**src/rtl/fft_iter_addr_gen_if.sv**
```systemverilog
// Butterfly issue bus between the FFT address sequencer and the butterfly unit.
// master: sequencer side; slave: butterfly / stage-ring side.
interface fft_iter_addr_gen_if #(
    parameter int LOG2N = 10
);
    localparam int SW = ($clog2(LOG2N) > 0) ? $clog2(LOG2N) : 1;

    logic             i_START;
    logic             i_READY;
    logic             o_VALID;
    logic [LOG2N-1:0] o_ADDR_A;
    logic [LOG2N-1:0] o_ADDR_B;
    logic [LOG2N-2:0] o_TW_IDX;
    logic [SW-1:0]    o_STAGE;
    logic             o_STAGE_EN;
    logic             o_STAGE_RST;
    logic             o_BUSY;
    logic             o_DONE;

    modport master (
        input  i_START, i_READY,
        output o_VALID, o_ADDR_A, o_ADDR_B, o_TW_IDX, o_STAGE,
               o_STAGE_EN, o_STAGE_RST, o_BUSY, o_DONE
    );

    modport slave (
        output i_START, i_READY,
        input  o_VALID, o_ADDR_A, o_ADDR_B, o_TW_IDX, o_STAGE,
               o_STAGE_EN, o_STAGE_RST, o_BUSY, o_DONE
    );
endinterface

```
**src/rtl/fft_iter_addr_gen.sv**
```systemverilog
// Butterfly address / stage sequencer for the iterative radix-2 DIT FFT.
// Issues one butterfly (A, B, twiddle index) per handshake over LOG2N stages
// and drives the EN/RST pulses of the downstream one-hot stage ring.
// Optional feature macro: FFT_AG_STAGE_GAP_EN inserts GAP_CYCLES idle cycles
// between stages; without it, stages run back to back.
module fft_iter_addr_gen #(
    parameter int LOG2N      = 10,
    parameter int GAP_CYCLES = 4
) (
    input logic                 CLK,
    input logic                 RST,
    fft_iter_addr_gen_if.master bus
);
    localparam int KW = LOG2N - 1;
    localparam int SW = ($clog2(LOG2N) > 0) ? $clog2(LOG2N) : 1;

    localparam logic [1:0] IDLE = 2'd0;
    localparam logic [1:0] RUN  = 2'd1;
`ifdef FFT_AG_STAGE_GAP_EN
    localparam logic [1:0] GAP  = 2'd2;
`endif
    localparam logic [1:0] FIN  = 2'd3;

    if (LOG2N < 2 || LOG2N > 16) begin : g_bad_log2n
        $error("fft_iter_addr_gen: LOG2N must be in 2..16");
    end
    if (GAP_CYCLES < 1 || GAP_CYCLES > 255) begin : g_bad_gap
        $error("fft_iter_addr_gen: GAP_CYCLES must be in 1..255");
    end

    logic [1:0]       state, state_nxt;
    logic [SW-1:0]    s, s_nxt;
    logic [KW-1:0]    k, k_nxt;
    logic             stage_en_nxt, stage_rst_nxt;
`ifdef FFT_AG_STAGE_GAP_EN
    logic [7:0]       gap_cnt, gap_nxt;
`endif

    logic [KW-1:0]    one_k, pos, grp, tw_nxt;
    logic [SW-1:0]    tw_sh;
    logic [LOG2N-1:0] a_nxt, b_nxt;

    // Next-state, stage and butterfly-counter update
    always_comb begin
        state_nxt     = state;
        s_nxt         = s;
        k_nxt         = k;
        stage_en_nxt  = 1'b0;
        stage_rst_nxt = 1'b0;
`ifdef FFT_AG_STAGE_GAP_EN
        gap_nxt       = gap_cnt;
`endif
        case (state)
            IDLE: begin
                if (bus.i_START) begin
                    state_nxt     = RUN;
                    s_nxt         = '0;
                    k_nxt         = '0;
                    stage_rst_nxt = 1'b1;
                end
            end
            RUN: begin
                if (bus.i_READY) begin
                    if (&k) begin
                        k_nxt = '0;
                        if (s == SW'(LOG2N - 1)) begin
                            state_nxt = FIN;
                        end else begin
                            s_nxt        = s + SW'(1);
                            stage_en_nxt = 1'b1;
`ifdef FFT_AG_STAGE_GAP_EN
                            state_nxt    = GAP;
                            gap_nxt      = 8'(GAP_CYCLES - 1);
`endif
                        end
                    end else begin
                        k_nxt = k + KW'(1);
                    end
                end
            end
`ifdef FFT_AG_STAGE_GAP_EN
            GAP: begin
                if (gap_cnt == 8'd0) state_nxt = RUN;
                else                 gap_nxt   = gap_cnt - 8'd1;
            end
`endif
            FIN:     state_nxt = IDLE;
            default: state_nxt = IDLE;
        endcase
    end

    // Butterfly addresses for the upcoming (s, k); one_k wraps to 0 on the
    // last stage, which turns the pos mask into all-ones as required
    always_comb begin
        one_k  = KW'(1) << s_nxt;
        pos    = k_nxt & (one_k - KW'(1));
        grp    = k_nxt >> s_nxt;
        a_nxt  = (({1'b0, grp} << s_nxt) << 1) | {1'b0, pos};
        b_nxt  = a_nxt | (LOG2N'(1) << s_nxt);
        tw_sh  = SW'(KW) - s_nxt;
        tw_nxt = pos << tw_sh;
    end

    // State, counters and registered outputs
    always_ff @(posedge CLK or negedge RST) begin
        if (!RST) begin
            state           <= IDLE;
            s               <= '0;
            k               <= '0;
            bus.o_VALID     <= 1'b0;
            bus.o_ADDR_A    <= '0;
            bus.o_ADDR_B    <= '0;
            bus.o_TW_IDX    <= '0;
            bus.o_STAGE     <= '0;
            bus.o_STAGE_EN  <= 1'b0;
            bus.o_STAGE_RST <= 1'b0;
            bus.o_BUSY      <= 1'b0;
            bus.o_DONE      <= 1'b0;
        end else begin
            state           <= state_nxt;
            s               <= s_nxt;
            k               <= k_nxt;
            bus.o_VALID     <= (state_nxt == RUN);
            bus.o_ADDR_A    <= a_nxt;
            bus.o_ADDR_B    <= b_nxt;
            bus.o_TW_IDX    <= tw_nxt;
            bus.o_STAGE     <= s_nxt;
            bus.o_STAGE_EN  <= stage_en_nxt;
            bus.o_STAGE_RST <= stage_rst_nxt;
            bus.o_BUSY      <= (state_nxt != IDLE);
            bus.o_DONE      <= (state_nxt == FIN);
        end
    end

`ifdef FFT_AG_STAGE_GAP_EN
    // Inter-stage drain counter
    always_ff @(posedge CLK or negedge RST) begin
        if (!RST) gap_cnt <= '0;
        else      gap_cnt <= gap_nxt;
    end
`endif
endmodule

```
**src/flat_wrapper.sv**
```systemverilog
// flat-port wrapper written by rule: the top's interface ports become plain ports
module fft_iter_addr_gen_flat 
#(
    parameter int LOG2N      = 10,
    parameter int GAP_CYCLES = 4
)
  (CLK, RST, bus_i_START, bus_i_READY, bus_o_VALID, bus_o_ADDR_A, bus_o_ADDR_B, bus_o_TW_IDX, bus_o_STAGE, bus_o_STAGE_EN, bus_o_STAGE_RST, bus_o_BUSY, bus_o_DONE);
  fft_iter_addr_gen_if #(.LOG2N(LOG2N)) bus_i ();
  input logic CLK;
  input logic RST;
  input wire logic [$bits(bus_i.i_START)-1:0] bus_i_START;
  input wire logic [$bits(bus_i.i_READY)-1:0] bus_i_READY;
  output wire logic [$bits(bus_i.o_VALID)-1:0] bus_o_VALID;
  output wire logic [$bits(bus_i.o_ADDR_A)-1:0] bus_o_ADDR_A;
  output wire logic [$bits(bus_i.o_ADDR_B)-1:0] bus_o_ADDR_B;
  output wire logic [$bits(bus_i.o_TW_IDX)-1:0] bus_o_TW_IDX;
  output wire logic [$bits(bus_i.o_STAGE)-1:0] bus_o_STAGE;
  output wire logic [$bits(bus_i.o_STAGE_EN)-1:0] bus_o_STAGE_EN;
  output wire logic [$bits(bus_i.o_STAGE_RST)-1:0] bus_o_STAGE_RST;
  output wire logic [$bits(bus_i.o_BUSY)-1:0] bus_o_BUSY;
  output wire logic [$bits(bus_i.o_DONE)-1:0] bus_o_DONE;
  assign bus_i.i_START = bus_i_START;
  assign bus_i.i_READY = bus_i_READY;
  assign bus_o_VALID = bus_i.o_VALID;
  assign bus_o_ADDR_A = bus_i.o_ADDR_A;
  assign bus_o_ADDR_B = bus_i.o_ADDR_B;
  assign bus_o_TW_IDX = bus_i.o_TW_IDX;
  assign bus_o_STAGE = bus_i.o_STAGE;
  assign bus_o_STAGE_EN = bus_i.o_STAGE_EN;
  assign bus_o_STAGE_RST = bus_i.o_STAGE_RST;
  assign bus_o_BUSY = bus_i.o_BUSY;
  assign bus_o_DONE = bus_i.o_DONE;
  fft_iter_addr_gen #(.LOG2N(LOG2N), .GAP_CYCLES(GAP_CYCLES)) u_core (.CLK(CLK), .RST(RST), .bus(bus_i));
endmodule
```
**config.mk**
```make
export PLATFORM = sky130hd
export DESIGN_NAME = fft_iter_addr_gen_flat
export DESIGN_NICKNAME = d
export VERILOG_FILES = /design/src/rtl/fft_iter_addr_gen_if.sv /design/src/rtl/fft_iter_addr_gen.sv /design/src/flat_wrapper.sv
export SDC_FILE = /design/constraint.sdc
export NUM_CORES = 1
export LEC_CHECK = 0
export ABC_AREA = 1
export CORE_MARGIN = 2
export CORE_UTILIZATION = 25
export CTS_BUF_LIST = sky130_fd_sc_hd__clkbuf_4
export DETAILED_ROUTE_END_ITERATION = 10
export HOLD_SLACK_MARGIN = 0.1
export SLEW_MARGIN = 20
export SYNTH_ARGS = -nofsm -noshare
export SYNTH_HDL_FRONTEND = slang
export SYNTH_SLANG_ARGS = --single-unit
```
**constraint.sdc**
```tcl
create_clock -name CLK -period 3.1 [get_ports CLK]
set_input_delay 0.775 -clock CLK [delete_from_list [all_inputs] [get_ports CLK]]
set_output_delay 0.775 -clock CLK [all_outputs]
set_load 0.01 [all_outputs]
```
# Yosys cells after proc, flatten, opt, wreduce, memory -nomap -nowiden
# Index checks and enable logic that the tools add are counted.
# W data, S select, Z words.
# totals
wordCells	50
ff_bits	49
ramBits	0
input_bits	4
romBits	0
output_inout_bits	38
memories	0
latchBits	0
# op_classes
shifts	5
multipliers	0
n_reduce_logical	3
n_lt_le_gt_ge	0
muxes	20
n_addsub	4
eq_ne	4
bitwise_logic	3
n_div	0
# ops
operator	n
$mux W9	3
$pmux W9 S2	1
$shl A9 B4 Y9	2
$mux W4	4
$or A10 B10 Y10	1
$or A10 B9 Y10	1
$shl A1 B4 Y10 const A	1
$add A9 B1 Y9 const B	1
$and A9 B9 Y9	1
$reduce_and A9 Y1	1
$shl A1 B4 Y9 const A	1
$shr A9 B4 Y9	1
$sub A9 B1 Y9 const B	1
$mux W2	4
$pmux W4 S2	1
$mux W1	6
$add A4 B1 Y4 const B	1
$eq A2 B1 Y1 const B	2
$eq A4 B4 Y1 const B	1
$pmux W2 S2	1
$sub A4 B4 Y4 const A	1
$eq A2 B2 Y1 const B	1
$logic_not A2 Y1	1
$reduce_bool A2 Y1	1

# Depth between registers and ports, before layout
# logic_depth
word_depth	10
depth_mapped	25
ltp_nobuf	23

# Worst setup path after synthesis
# No wires, ideal clock.
# synth_path
path_kind	register to register
startpoint	register u_core.k[0]
endpoint	register u_core.bus.o_TW_IDX[7]
arrival_ps	3160
required_ps	3027
synth_period_minus_slack_ps	3233
stages_incl_launch_ff	24
setup_ps	73
n_path_buf	2
slack_ps	-133
cell_sequence	dfrtp_1 -> ha_1 -> nand2_1 -> nor4_1 -> ha_1 -> nand2_4 -> inv_2 -> nand2_2 -> inv_1 -> nand2_1 -> nand2_2 -> nand2_4 -> nor2_4 -> buf_6 -> buf_2 -> nand2_1 -> ha_1 -> or2_2 -> o21ai_0 -> or2_0 -> nand2_1 -> nand2_1 -> nand2_1 -> a21oi_2
# synth_between
elab_chain_cells	8
word_cells_on_any_way	14
cone_classes	3 x add/sub; 2 x shift; 7 x mux; 1 x bitwise; 1 x reduce/logical
# synth_rtl
item	line_no	text
from (decl)	fft_iter_addr_gen.sv:33	logic [KW-1:0] k, k_nxt;
from (signal assigned)	fft_iter_addr_gen.sv:122	k <= k_nxt;
$reduce_and A9 Y1 *	fft_iter_addr_gen.sv:64	if (&k) begin
$mux W4 *	fft_iter_addr_gen.sv:64	
$mux W4 *	fft_iter_addr_gen.sv:63	if (bus.i_READY) begin
$pmux W4 S2 *	fft_iter_addr_gen.sv:53	case (state)
net u_core.s_nxt[3]	fft_iter_addr_gen.sv:32	logic [SW-1:0] s, s_nxt;
$shl A1 B4 Y9	fft_iter_addr_gen.sv:95	one_k = KW'(1) << s_nxt;
$sub A9 B1 Y9	fft_iter_addr_gen.sv:96	pos = k_nxt & (one_k - KW'(1));
$and A9 B9 Y9	fft_iter_addr_gen.sv:96	
$shl A9 B4 Y9 *	fft_iter_addr_gen.sv:101	tw_nxt = pos << tw_sh;
net u_core.tw_nxt[7]	fft_iter_addr_gen.sv:39	logic [KW-1:0] one_k, pos, grp, tw_nxt;
to (signal assigned)	fft_iter_addr_gen.sv:126	bus.o_TW_IDX <= tw_nxt;
to (decl)	fft_iter_addr_gen_if.sv:22	output o_VALID, o_ADDR_A, o_ADDR_B, o_TW_IDX, o_STAGE,
# The timed path passes the listed nets; every way through them passes the cells marked *.

# Worst setup path after layout
# layout_path
startpoint	register u_core.k[1]
endpoint	register u_core.bus.o_TW_IDX[7]
# layout_between
elab_chain_cells	8
word_cells_on_any_way	14
cone_classes	3 x add/sub; 2 x shift; 7 x mux; 1 x bitwise; 1 x reduce/logical
# layout_rtl
item	line_no
$reduce_and A9 Y1	fft_iter_addr_gen.sv:64
$mux W4	fft_iter_addr_gen.sv:64
$mux W4	fft_iter_addr_gen.sv:63
$pmux W4 S2	fft_iter_addr_gen.sv:53
$shl A1 B4 Y9	fft_iter_addr_gen.sv:95
$sub A9 B1 Y9	fft_iter_addr_gen.sv:96
$and A9 B9 Y9	fft_iter_addr_gen.sv:96
$shl A9 B4 Y9 *	fft_iter_addr_gen.sv:101
net u_core.tw_nxt[7]	fft_iter_addr_gen.sv:39
# Marks and branches as above.

==> run metrics <==
run status complete, no violations; area share of the largest cell type after synthesis 39.69%; part of the total power dissipated in the clock network 18.4%; gr ovfl total 0; antenna violations before repair 0; number of inserted diodes 0; Worst-Skew Late Latency 0.39 ns; number of max-capacitance violations reported 0; slew margin rel. 70.22%; Internal Power 1574 uW; synthesis-to-finish area growth 37.59%; smallest setup slack after layout 0.1514 ns; final period utilization between 90% and 100%; pre-CTS setup slack -0.1108 ns; Residual DRC 0; number of sinks on the clock net between 40 and 50; Max Fclk 339.1 MHz; total detailed-routing wirelength 8.998 mm; width of the die 115.2 um; reported leakage power 0.002129 uW; ports placed on the boundary between 40 and 50; R2R Setup Slk roughly 0.15 ns; slowest stage cell on the critical path sky130_fd_sc_hd__dfrtp_1; Setup violations, final 0; synthesized-area fraction occupied by ao, oa, aoi and oai cells 6.642%; largest voltage drop on the vdd net 0.2176 mV; number of flip-flops and latches in the synthesized netlist 49; slowest stage delay, CP 0.40 ns; CP startpoint kind flip-flop; main combinational cell family by area after synthesis simple AND/OR/NAND/NOR gates; RSZ-0062 raised after global routing yes; distinct cell type count after synthesis 38; initial standard-cell utilization of the core 25.61%; CTS tree yes; critical path start-end classification flip-flop to flip-flop; area share of xor/xnor cells in the synthesized design less than 1%; Antenna Violating Nets Remaining 0; simple-gate share of the synthesized area between 40% and 50%; post-synthesis adder-cell area fraction 2.430%; clock slew at reported path FFs 0.16 ns; final standard cell count with taps included and fillers excluded 683; worst min-delay path category input pin to asynchronous set/reset pin; nature of the critical path endpoint flip-flop; overall global routing resource usage 14.11%; TritonCTS buffer count 5; total power of the final layout 2518 uW; number of global-route vias before repair between 3000 and 4000; core box area between 10000 and 15000 um2; critical path arrival 3.27 ns; Final HPWL DP 6.841 mm; share of power burned in combinational logic between 40 and 50%; mean number of vias per cell 4.520; switching fraction of total power 37.47%; CP delay by family, top simple AND/OR/NAND/NOR gates; biggest area contributors in the synthesized netlist sky130_fd_sc_hd__dfrtp_1 (40%), sky130_fd_sc_hd__nand2_1 (17%), sky130_fd_sc_hd__nand3_1 (11%); Syn Nets 432; maximum number of pins on one net before global-route repair 33; count of nets after finishing 524; Initial DRC Count 139; clock tree root driver cell sky130_fd_sc_hd__clkbuf_4; Final Util 35.24%; relative contribution of sequential cells to total power 33.9%; slew at the pin with the worst max-slew slack 0.4467 ns; Post-Route Skew 0.02154 ns; areal power density over the cells approximately 600 nW/um2; wire length of the first global-routing pass 14.71 mm; fraction of final layout cells sized beyond drive strength 1 approximately 25%; count of port buffers added during placement ~40; Clock Path Buffers 2; H-tree depth 2; crit path time final 2.949 ns; mux cell area share after synthesis 0%; Critical Path RT between 3 and 4 ns; net switching power figure 943.3 uW; Warnings, synthesis 0; sequential-to-total area share from yosys stat 39.69%; setup TNS 0 ns; synthesized area 3089 um2; Die Span Y 115.2 um; cells along the critical path ha_2, nand2_2, nor4_4, ha_2, nand2_4, inv_4, nand2_4, nand2_2, nand2_2, nand2_4, inv_4, nor2_4, nand2_2, ha_4, or2_4, o21ai_2, or2_0, nand2_1, nand2_1, nand2_1, a21oi_2; Post-Syn Area per Cell about 7.3 um2; total buffers and inverters traversed by the critical path 2; Die Footprint between 10000 and 15000 um2; total placed cells including tap cells around 670; most frequent cell on the critical path sky130_fd_sc_hd__nand2_2; largest fanout on the critical path 4; row cnt 40; Avg WL per Cell 13.17 um; Hold Fails Final Rpt 0; first-pass iteration count of the detailed router 4; Syn Inst Count between 400 and 500; cell taking the most area after synthesis sky130_fd_sc_hd__dfrtp_1; routed via count 3087; count of pins over their slew limit 0; placer congestion estimate 0.9323
==> state kept, by name (all words and copies together), names as in the netlist <==
name and cells:
u_core.bus.o_VALID 1, u_core.bus.o_ADDR_A 10, u_core.bus.o_ADDR_B 10, u_core.bus.o_TW_IDX 9, u_core.bus.o_DONE 1, u_core.bus.o_STAGE 4, u_core.bus.o_STAGE_EN 1, u_core.bus.o_BUSY 1
u_core.state 2, u_core.k 9, u_core.bus.o_STAGE_RST 1
==> power groups by stage <==
stage	clock (uW)	combinational (uW)	sequential (uW)
global placement	0	1120	863
CTS	478	1140	853
detailed placement	0	1120	866
finish	462	1200	853
floorplan	0	558	916
global route	510	1330	866
==> routing by layer <==
layer,part of all wire [%],vias to the layer above,track usage (%)
li1,-,1537,-
met1,44,1459,18.70
met2,49,77,23.65
met3,4.6,14,2.372
met4,2.0,0,4.257
met5,0,-,0
==> logic make-up (layout without fill, tap and decap cells) <==
family	count (synthesis)	count (layout)
XOR/XNOR	2	2
AO/OA/AOI/OAI	33	33
AND/OR/NAND/NOR	271	271
flip-flops	49	49
buffers and inverters	61	154
adder cells (fa/ha/maj)	6	6
==> synthesized netlist by cell type <==
cell and count:
sky130_fd_sc_hd__nand2_4 3, sky130_fd_sc_hd__o2111ai_1 1, sky130_fd_sc_hd__nand3_4 1, sky130_fd_sc_hd__a21boi_1 1
sky130_fd_sc_hd__nor2_1 21, sky130_fd_sc_hd__buf_6 5, sky130_fd_sc_hd__inv_4 2, sky130_fd_sc_hd__nand4_1 5
sky130_fd_sc_hd__o31ai_1 1, sky130_fd_sc_hd__or2_0 1, sky130_fd_sc_hd__o21ai_2 4, sky130_fd_sc_hd__buf_2 6
sky130_fd_sc_hd__a21oi_1 8, sky130_fd_sc_hd__nand2_2 11, sky130_fd_sc_hd__inv_1 36, sky130_fd_sc_hd__nor2_4 4
sky130_fd_sc_hd__nand3b_1 1, sky130_fd_sc_hd__ha_1 6, sky130_fd_sc_hd__xor2_2 1, sky130_fd_sc_hd__nand3_2 3
sky130_fd_sc_hd__nand3_1 69, sky130_fd_sc_hd__a21oi_2 2, sky130_fd_sc_hd__o211ai_1 1, sky130_fd_sc_hd__inv_2 10
sky130_fd_sc_hd__a22oi_1 1, sky130_fd_sc_hd__o21ai_1 5, sky130_fd_sc_hd__o22ai_1 2, sky130_fd_sc_hd__nor2_2 5
sky130_fd_sc_hd__nor4_1 1, sky130_fd_sc_hd__nor3_1 2, sky130_fd_sc_hd__a31oi_1 1, sky130_fd_sc_hd__nand2_1 142
sky130_fd_sc_hd__or2_2 1, sky130_fd_sc_hd__buf_4 2, sky130_fd_sc_hd__xor2_1 1, sky130_fd_sc_hd__nor2_8 1
sky130_fd_sc_hd__dfrtp_1 49, sky130_fd_sc_hd__o21ai_0 6
==> path summary, 6_finish.rpt <==
path,start,depth (start not counted),end
max in group asynchronous,RST,2,u_core.bus.o_ADDR_A[2]
setup reg to reg,u_core.k[1],21,u_core.bus.o_TW_IDX[7]
hold reg to reg,u_core.k[5],2,u_core.k[5]
min in group CLK,u_core.k[5],2,u_core.k[5]
hold / removal,RST,1,u_core.bus.o_BUSY
setup / recovery,u_core.k[1],21,u_core.bus.o_TW_IDX[7]
==> stage by stage <==
| step | area, um2 | hold WS [ns] |
|---|---|---|
| 6_report | 4250 | 0.3000 |
| 5_1_grt | 4250 | 0.3217 |
| 4_1_cts | 4101 | 0.3172 |
| 3_5_place_dp | 3974 | 0.6235 |
| 3_3_place_gp | 3974 | 0.6160 |
| 2_1_floorplan | 3113 | 0.4794 |
==> layout make-up <==
type | count | area [um2]
fillers | 1280 | 7811
multi-input cells | 312 | 1677
flip-flops and latches | 49 | 1226
repair buffers | 98 | 844.6
well taps | 168 | 210.2
inverters | 48 | 190.2
clock inverters | 3 | 65.06
clock buffers | 5 | 37.54
==> cells in the final DEF, fill, tap and decap left out, types with 6 or more instances in the layout <==
cell                              instances
sky130_fd_sc_hd__nand3_1                 68
sky130_fd_sc_hd__nor2_4                   6
sky130_fd_sc_hd__dfrtp_1                 49
sky130_fd_sc_hd__a21oi_1                  8
sky130_fd_sc_hd__nand2_2                 16
sky130_fd_sc_hd__inv_2                    9
sky130_fd_sc_hd__nand2_1                135
sky130_fd_sc_hd__clkdlybuf4s50_1         40
sky130_fd_sc_hd__inv_1                   35
sky130_fd_sc_hd__nor2_1                  19
sky130_fd_sc_hd__buf_4                   55
==> timing repair <==
item                       4_1_cts  5_1_grt
buffers inserted                 1        9
pin swaps                        1       13
resized for setup                3       21
setup endpoints to repair        7       27
cloned                           0        0
hold buffers                     0        0
No activity file was read; power rests on OpenSTA's default activity.
